**src/rtl/fib_collector.sv**
```systemverilog
// Sequencer and output buffer behind the 16-bit Fibonacci generator: clears it,
// requests N terms under FIFO credit, stops cleanly on 16-bit wrap.

module fib_collector_chk #(
    parameter int DEPTH = 4,
    parameter int NW    = 3
) (
    input logic          clk,
    input logic          rst,
    input logic          push,
    input logic [NW-1:0] count
);
    // The credit rule must never let a term land in a full FIFO.
    a_no_push_full: assert property (@(posedge clk) disable iff (rst) !(push && (count == NW'(DEPTH))));
endmodule

module fib_collector #(
    parameter int DEPTH = 4,
    parameter int CW    = 8
) (
    input  logic          clk,
    input  logic          rst,
    input  logic          start,
    input  logic [CW-1:0] n_terms,
    output logic          busy,
    output logic          done,
    output logic          ovf,
    output logic          gen_rst,
    output logic          gen_en,
    input  logic          gen_valid,
    input  logic [15:0]   gen_data,
    output logic          out_valid,
    input  logic          out_ready,
    output logic [15:0]   out_data,
    output logic          out_last
);
    localparam int PW = (DEPTH > 1) ? $clog2(DEPTH) : 1;
    localparam int NW = PW + 1;

    typedef enum logic [1:0] {
        IDLE  = 2'd0,
        CLEAR = 2'd1,
        RUN   = 2'd2,
        DRAIN = 2'd3
    } state_t;

    state_t        state_r, state_n;
    logic [CW-1:0] n_r, n_n;
    logic [CW-1:0] issued_r, issued_n;
    logic [CW-1:0] received_r, received_n;
    logic [15:0]   prev_r, prev_n;
    logic          ovf_r, ovf_n;
    logic          done_r, done_n;
    logic          gen_rst_r, gen_rst_n;
    logic          gen_en_r, gen_en_n;
    logic          busy_r, busy_n;

    logic [15:0]   mem_data_r [DEPTH];
    logic          mem_last_r [DEPTH];
    logic [PW-1:0] wptr_r, rptr_r;
    logic [NW-1:0] count_r, count_n, credit_s;
    logic          push_s, pop_s, wrap_s, last_s;

    // Classify an arriving term: store it, or flag wrap (a decrease after the first term).
    always_comb begin
        push_s = 1'b0;
        wrap_s = 1'b0;
        if (gen_valid && (state_r == RUN) && !ovf_r) begin
            if ((received_r != CW'(0)) && (gen_data < prev_r)) begin
                wrap_s = 1'b1;
            end else begin
                push_s = 1'b1;
            end
        end else begin
            push_s = 1'b0;
            wrap_s = 1'b0;
        end
    end

    assign pop_s  = (count_r != NW'(0)) && out_ready;
    assign last_s = ((received_r + CW'(1)) == n_r);

    // Next-state and next-output logic; gen_en is decided from the values the
    // following cycle will start with so the registered enable is on time.
    always_comb begin
        state_n    = state_r;
        n_n        = n_r;
        issued_n   = issued_r + CW'(gen_en_r);
        received_n = push_s ? (received_r + CW'(1)) : received_r;
        prev_n     = push_s ? gen_data : prev_r;
        ovf_n      = ovf_r | wrap_s;
        done_n     = 1'b0;
        gen_rst_n  = 1'b0;
        case (state_r)
            IDLE: begin
                if (start) begin
                    ovf_n = 1'b0;
                    if (n_terms == CW'(0)) begin
                        done_n = 1'b1;
                    end else begin
                        state_n    = CLEAR;
                        n_n        = n_terms;
                        issued_n   = CW'(0);
                        received_n = CW'(0);
                        prev_n     = 16'd0;
                        gen_rst_n  = 1'b1;
                    end
                end else begin
                    state_n = IDLE;
                end
            end
            CLEAR: begin
                state_n = RUN;
            end
            RUN: begin
                if ((received_r == n_r) || (ovf_r && !gen_en_r)) begin
                    state_n = DRAIN;
                end else begin
                    state_n = RUN;
                end
            end
            DRAIN: begin
                if (count_r == NW'(0)) begin
                    state_n = IDLE;
                    done_n  = 1'b1;
                end else begin
                    state_n = DRAIN;
                end
            end
            default: begin
                state_n = IDLE;
            end
        endcase
        count_n  = count_r + NW'(push_s) - NW'(pop_s);
        credit_s = count_n + NW'(gen_en_r);
        gen_en_n = (state_n == RUN) && (issued_n < n_n) && !ovf_n && (credit_s < NW'(DEPTH));
        busy_n   = (state_n != IDLE);
    end

    // Control state and registered outputs.
    always_ff @(posedge clk or posedge rst) begin
        if (rst) begin
            state_r    <= IDLE;
            n_r        <= CW'(0);
            issued_r   <= CW'(0);
            received_r <= CW'(0);
            prev_r     <= 16'd0;
            ovf_r      <= 1'b0;
            done_r     <= 1'b0;
            gen_rst_r  <= 1'b0;
            gen_en_r   <= 1'b0;
            busy_r     <= 1'b0;
        end else begin
            state_r    <= state_n;
            n_r        <= n_n;
            issued_r   <= issued_n;
            received_r <= received_n;
            prev_r     <= prev_n;
            ovf_r      <= ovf_n;
            done_r     <= done_n;
            gen_rst_r  <= gen_rst_n;
            gen_en_r   <= gen_en_n;
            busy_r     <= busy_n;
        end
    end

    // Term FIFO storage and pointers.
    always_ff @(posedge clk or posedge rst) begin
        if (rst) begin
            for (int i = 0; i < DEPTH; i++) begin
                mem_data_r[i] <= 16'd0;
                mem_last_r[i] <= 1'b0;
            end
            wptr_r  <= PW'(0);
            rptr_r  <= PW'(0);
            count_r <= NW'(0);
        end else begin
            if (push_s) begin
                mem_data_r[wptr_r] <= gen_data;
                mem_last_r[wptr_r] <= last_s;
                wptr_r             <= wptr_r + PW'(1);
            end
            if (pop_s) begin
                rptr_r <= rptr_r + PW'(1);
            end
            count_r <= count_n;
        end
    end

    assign busy      = busy_r;
    assign done      = done_r;
    assign ovf       = ovf_r;
    assign gen_rst   = gen_rst_r;
    assign gen_en    = gen_en_r;
    assign out_valid = (count_r != NW'(0));
    assign out_data  = mem_data_r[rptr_r];
    assign out_last  = mem_last_r[rptr_r];

    fib_collector_chk #(.DEPTH(DEPTH), .NW(NW)) u_chk (
        .clk   (clk),
        .rst   (rst),
        .push  (push_s),
        .count (count_r)
    );
endmodule

```
**config.mk**
```make
export PLATFORM = sky130hd
export DESIGN_NAME = fib_collector
export DESIGN_NICKNAME = d
export VERILOG_FILES = /design/src/rtl/fib_collector.sv
export SDC_FILE = /design/constraint.sdc
export NUM_CORES = 1
export LEC_CHECK = 0
export CORE_UTILIZATION = 40
export DETAILED_ROUTE_END_ITERATION = 8
export GPL_TIMING_DRIVEN = 0
export PLACE_DENSITY = 0.65
export SLEW_MARGIN = 25
export SYNTH_ARGS = -nofsm -noshare
export SYNTH_HDL_FRONTEND = slang
export SYNTH_HIERARCHICAL = 1
export SYNTH_SLANG_ARGS = --single-unit
```
**constraint.sdc**
```tcl
create_clock -name clk -period 11.4 [get_ports clk]
set_input_delay 1.71 -clock clk [delete_from_list [all_inputs] [get_ports clk]]
set_output_delay 1.71 -clock clk [all_outputs]
set_load 0.03 [all_outputs]
```
==> impl_metrics.toml <==
[yosys]
synthesis.yosys.warnings = 6
yosysSeqAreaShare_pct = 47.06
synth.area.top_cells = "sky130_fd_sc_hd__dfrtp_1 (47%), sky130_fd_sc_hd__mux2_4 (9.3%), sky130_fd_sc_hd__ha_1 (7.1%), sky130_fd_sc_hd__mux4_2 (5.9%), sky130_fd_sc_hd__mux2_2 (4.7%)"
netlist_instances = 527
synth_top_area_share_pct = 47.06
synthArstFlopShare_pct = 100.0
synth_edf_count = 0
synth_area_um2 = 6487
synth_flop_cell = "sky130_fd_sc_hd__dfrtp_1"
yosys_cell_types = 52
synth-seq-cells = 122
synth_top_cells_by_count = "sky130_fd_sc_hd__dfrtp_1 (122), sky130_fd_sc_hd__mux2_4 (40), sky130_fd_sc_hd__ha_1 (37), sky130_fd_sc_hd__inv_1 (37), sky130_fd_sc_hd__a21oi_1 (33)"
synthesis.area_per_instance_um2 = 12.31
syn-num-nets = 594
synth.most_common_cell = "sky130_fd_sc_hd__dfrtp_1"
yosys.area.top_type = "sky130_fd_sc_hd__dfrtp_1"

[pwr]
power.internal_uw = 1504
power_leakage_uw = 0.003572
power-per-cell-area_nw_per_um2 = 291.9
p_comb_share_pct = 44.2
max-vdd-ir-drop_mv = 0.1298
switchingPower_uw = 810.7
power_switching_share_pct = 35.02
power.clock.fraction_pct = 24.7
seqPwrFrac_pct = 31.2

[grt]
grt_use_total_pct = 18.89
first_global_vias = 4651
grt_antenna_before_repair = 0
grt_start_max_net_pins = 78
leftover_overflow_at_the_end_of_global_routing = 0
grt_pass1_wl_um = 23630

[placed_design]
pre_cts_ws_ns = 5.594
dpl.hpwl_um = 9826
place.gp.congestion = 0.8813
detailed_place.area_um2 = 7303
port_buffers = 51

[clocking]
ctsHtreeMaxLevel = 4
clockRootBuffer = "sky130_fd_sc_hd__clkbuf_16"
clk_latency_ns = 0.42
ctsResizeCount = 0
clkSlewWorstSetupHoldPaths_ns = 0.05
postCtsSetupRepairBufs = 0
tritoncts = "built"
cts_inserted_buffers = 17
number_of_clock_sinks = 122
cts_buffer_depth = 2
post_cts_hold_buffer_count = 0

[timing]
tns_ns = 0
setup_slack_ns = 6.047
final-max-slew-violation-count = 0
fmax_mhz = 186.8
timing.final.crit_period_ns = 5.353
finalSetupViolations = 0
worst-slew-pin-transition_ns = 0.7641
worst_slew_margin_rel_pct = 49.06
fin_skew_ns = 0.008463
finalHoldViolations = 0
fin_crit_sh_pct = 46.96
rsz0062_at_grt = "false"

[detailed_routing]
drt-pass1-iter-count = 4
drt-total-wl_um = 14150
wl_per_cell_um = 17.15
drc_markers = 0
detailroute.via_count = 4375
viasPerCell = 5.303
ant_nets = 0
number_of_drc_violations_after_detailed_routing_iteration_0 = 257

[floorplan]
die-area_um2 = 16730
rows = 46
core-area_um2 = 15890
initial_standard_cell_utilization_of_the_core_pct = 40.84
boundaryPins = 52
chipHeight_um = 129.4
floorplan.die.width_um = 129.4

[outcome]
result_of_the_run = "completed"

[worst_setup_path]
crit_path_start_kind = "primary input"
crit-reg2reg-capture = "gen_en"
worst_reg2reg_path_startpoint = "state_r[0]"
crit_end = "gen_en"
crit_path_end_kind = "flip-flop"
critical_path_rt_ns = 11.70
critical_path.max_fanout = 9
critical_path_class = "primary input to flip-flop"
startpoint = "gen_data[7]"
reg2regPathDepth = 17
timing.reg2reg.setup_slack_ns = 7.45
worst-endpoint-arrival_ns = 5.65

[finish]
n_antenna_cell = 0
final_layout_size_suffix_gt1_share_pct = 21.67
layout.cell_area.non_filler_um2 = 7930
area.growth.synth_to_final_pct = 22.24
num-nets-final = 665

[flow_run]
max_cap_viol_count = 0

[worst_hold_path]
worst_hold_path_type = "flip-flop to flip-flop"
[how the worst min path moves through the flow]
stage,cells after the start,from,to
floorplan,1,mem_last_r[2],mem_last_r[2]
global placement,1,mem_last_r[2],mem_last_r[2]
detailed placement,1,mem_last_r[3],mem_last_r[3]
CTS,1,mem_last_r[3],mem_last_r[3]
global route,1,mem_last_r[3],mem_last_r[3]
finish,1,mem_last_r[2],mem_last_r[2]
[flip-flops by register name (all words and copies together), names as in the netlist, 3 cells and up]
register and cells:
count_r 3, issued_r 8, mem_data_r 64, mem_last_r 4
n_r 8, prev_r 16, received_r 8
[power by group through the flow]
stage | Combinational (uW) | Clock (uW) | Sequential, uW
6_report | 1020 | 571 | 721
3_5_place_dp | 1030 | 0 | 724
3_3_place_gp | 992 | 0 | 712
5_1_grt | 1110 | 606 | 744
2_1_floorplan | 747 | 0 | 701
4_1_cts | 1030 | 583 | 720
[per-layer routing]
layer  routed length [um]  up-vias  GRT usage (%)
met2                 6910       78          30.93
met1                 6689     2254          24.30
met4                  110        0          7.682
met5                    0        -              0
met3                  435       12          4.211
li1                     -     2031              -
[metrics by stage]
stage                     util, %  power [uW]  instances  hold WS [ns]
final                       49.92        2315        825        0.4953
after global routing        49.92        2464        825        0.5151
after CTS                   49.92        2337        825        0.4963
after detailed placement    45.98        1750        795        0.4845
after global placement      45.75        1704        794        0.4704
after floorplan                 -        1448        527        0.4594
[placed cells by master, fill, tap and decap left out, types with 2 or more instances in the layout]
master / Yosys / final
sky130_fd_sc_hd__dfrtp_1: 122 / 122
sky130_fd_sc_hd__clkdlybuf4s50_1: 0 / 51
sky130_fd_sc_hd__mux2_4: 40 / 40
sky130_fd_sc_hd__ha_1: 37 / 37
sky130_fd_sc_hd__inv_1: 37 / 36
sky130_fd_sc_hd__a21oi_1: 33 / 33
sky130_fd_sc_hd__nand3_1: 28 / 28
sky130_fd_sc_hd__mux2_2: 27 / 27
sky130_fd_sc_hd__nand2_1: 21 / 21
sky130_fd_sc_hd__o21ai_0: 21 / 21
sky130_fd_sc_hd__nor2_1: 18 / 18
sky130_fd_sc_hd__clkbuf_1: 15 / 17
sky130_fd_sc_hd__xnor2_1: 17 / 17
sky130_fd_sc_hd__mux4_2: 17 / 17
sky130_fd_sc_hd__clkbuf_16: 0 / 17
sky130_fd_sc_hd__xor2_1: 9 / 9
sky130_fd_sc_hd__nand4_1: 7 / 7
sky130_fd_sc_hd__and2_1: 6 / 6
sky130_fd_sc_hd__a22oi_1: 6 / 6
sky130_fd_sc_hd__o31ai_1: 5 / 5
sky130_fd_sc_hd__or3_1: 4 / 4
sky130_fd_sc_hd__nand3_4: 4 / 4
sky130_fd_sc_hd__buf_6: 4 / 4
sky130_fd_sc_hd__or4_1: 4 / 4
sky130_fd_sc_hd__and3_1: 4 / 4
sky130_fd_sc_hd__bufinv_16: 0 / 4
sky130_fd_sc_hd__clkbuf_8: 0 / 4
sky130_fd_sc_hd__nand2b_1: 3 / 3
sky130_fd_sc_hd__a31oi_1: 3 / 3
sky130_fd_sc_hd__buf_1: 3 / 3
sky130_fd_sc_hd__a211o_1: 2 / 2
sky130_fd_sc_hd__buf_2: 2 / 2
sky130_fd_sc_hd__a21o_1: 2 / 2
sky130_fd_sc_hd__o21ai_1: 2 / 2
sky130_fd_sc_hd__nor2b_1: 2 / 2
sky130_fd_sc_hd__mux2_1: 2 / 2
sky130_fd_sc_hd__clkinv_2: 0 / 2
[critical path, stage by stage]
cell,delay [ns]
sky130_fd_sc_hd__clkdlybuf4s50_1,0.53
sky130_fd_sc_hd__ha_1,0.36
sky130_fd_sc_hd__nand2_1,0.08
sky130_fd_sc_hd__or3_1,0.33
sky130_fd_sc_hd__o221ai_2,0.27
sky130_fd_sc_hd__a211o_1,0.16
sky130_fd_sc_hd__buf_4,0.21
sky130_fd_sc_hd__nand2_1,0.14
sky130_fd_sc_hd__ha_1,0.33
sky130_fd_sc_hd__inv_1,0.06
sky130_fd_sc_hd__ha_1,0.13
sky130_fd_sc_hd__inv_1,0.04
sky130_fd_sc_hd__fa_1,0.37
sky130_fd_sc_hd__xnor2_1,0.15
sky130_fd_sc_hd__xnor2_1,0.24
sky130_fd_sc_hd__xor2_1,0.18
sky130_fd_sc_hd__nor2_1,0.05
sky130_fd_sc_hd__and3_1,0.17
sky130_fd_sc_hd__o2111a_1,0.12
[logic make-up (layout without fill, tap and decap cells)]
| group | count (synthesis) | after routing | share of synthesized area [%] |
|---|---|---|---|
| mux | 87 | 87 | 20.35 |
| buf+inv | 62 | 144 | 4.146 |
| flops | 122 | 122 | 47.06 |
| fa+ha+maj | 38 | 38 | 7.445 |
| xor+xnor | 26 | 26 | 3.510 |
| compound gates | 84 | 84 | 8.197 |
| simple gates | 108 | 108 | 9.296 |
[cell type report]
class | instances | area (um^2)
sequential | 122 | 3053
tap | 216 | 270.3
fill | 1419 | 7955
clock buffer | 23 | 488.0
clock inverter | 7 | 138.9
multi-input combinational | 343 | 3166
timing repair buffer | 52 | 538.0
buffer | 25 | 130.1
inverter | 37 | 146.4
Note: power is estimated with default switching activity, not from simulation.
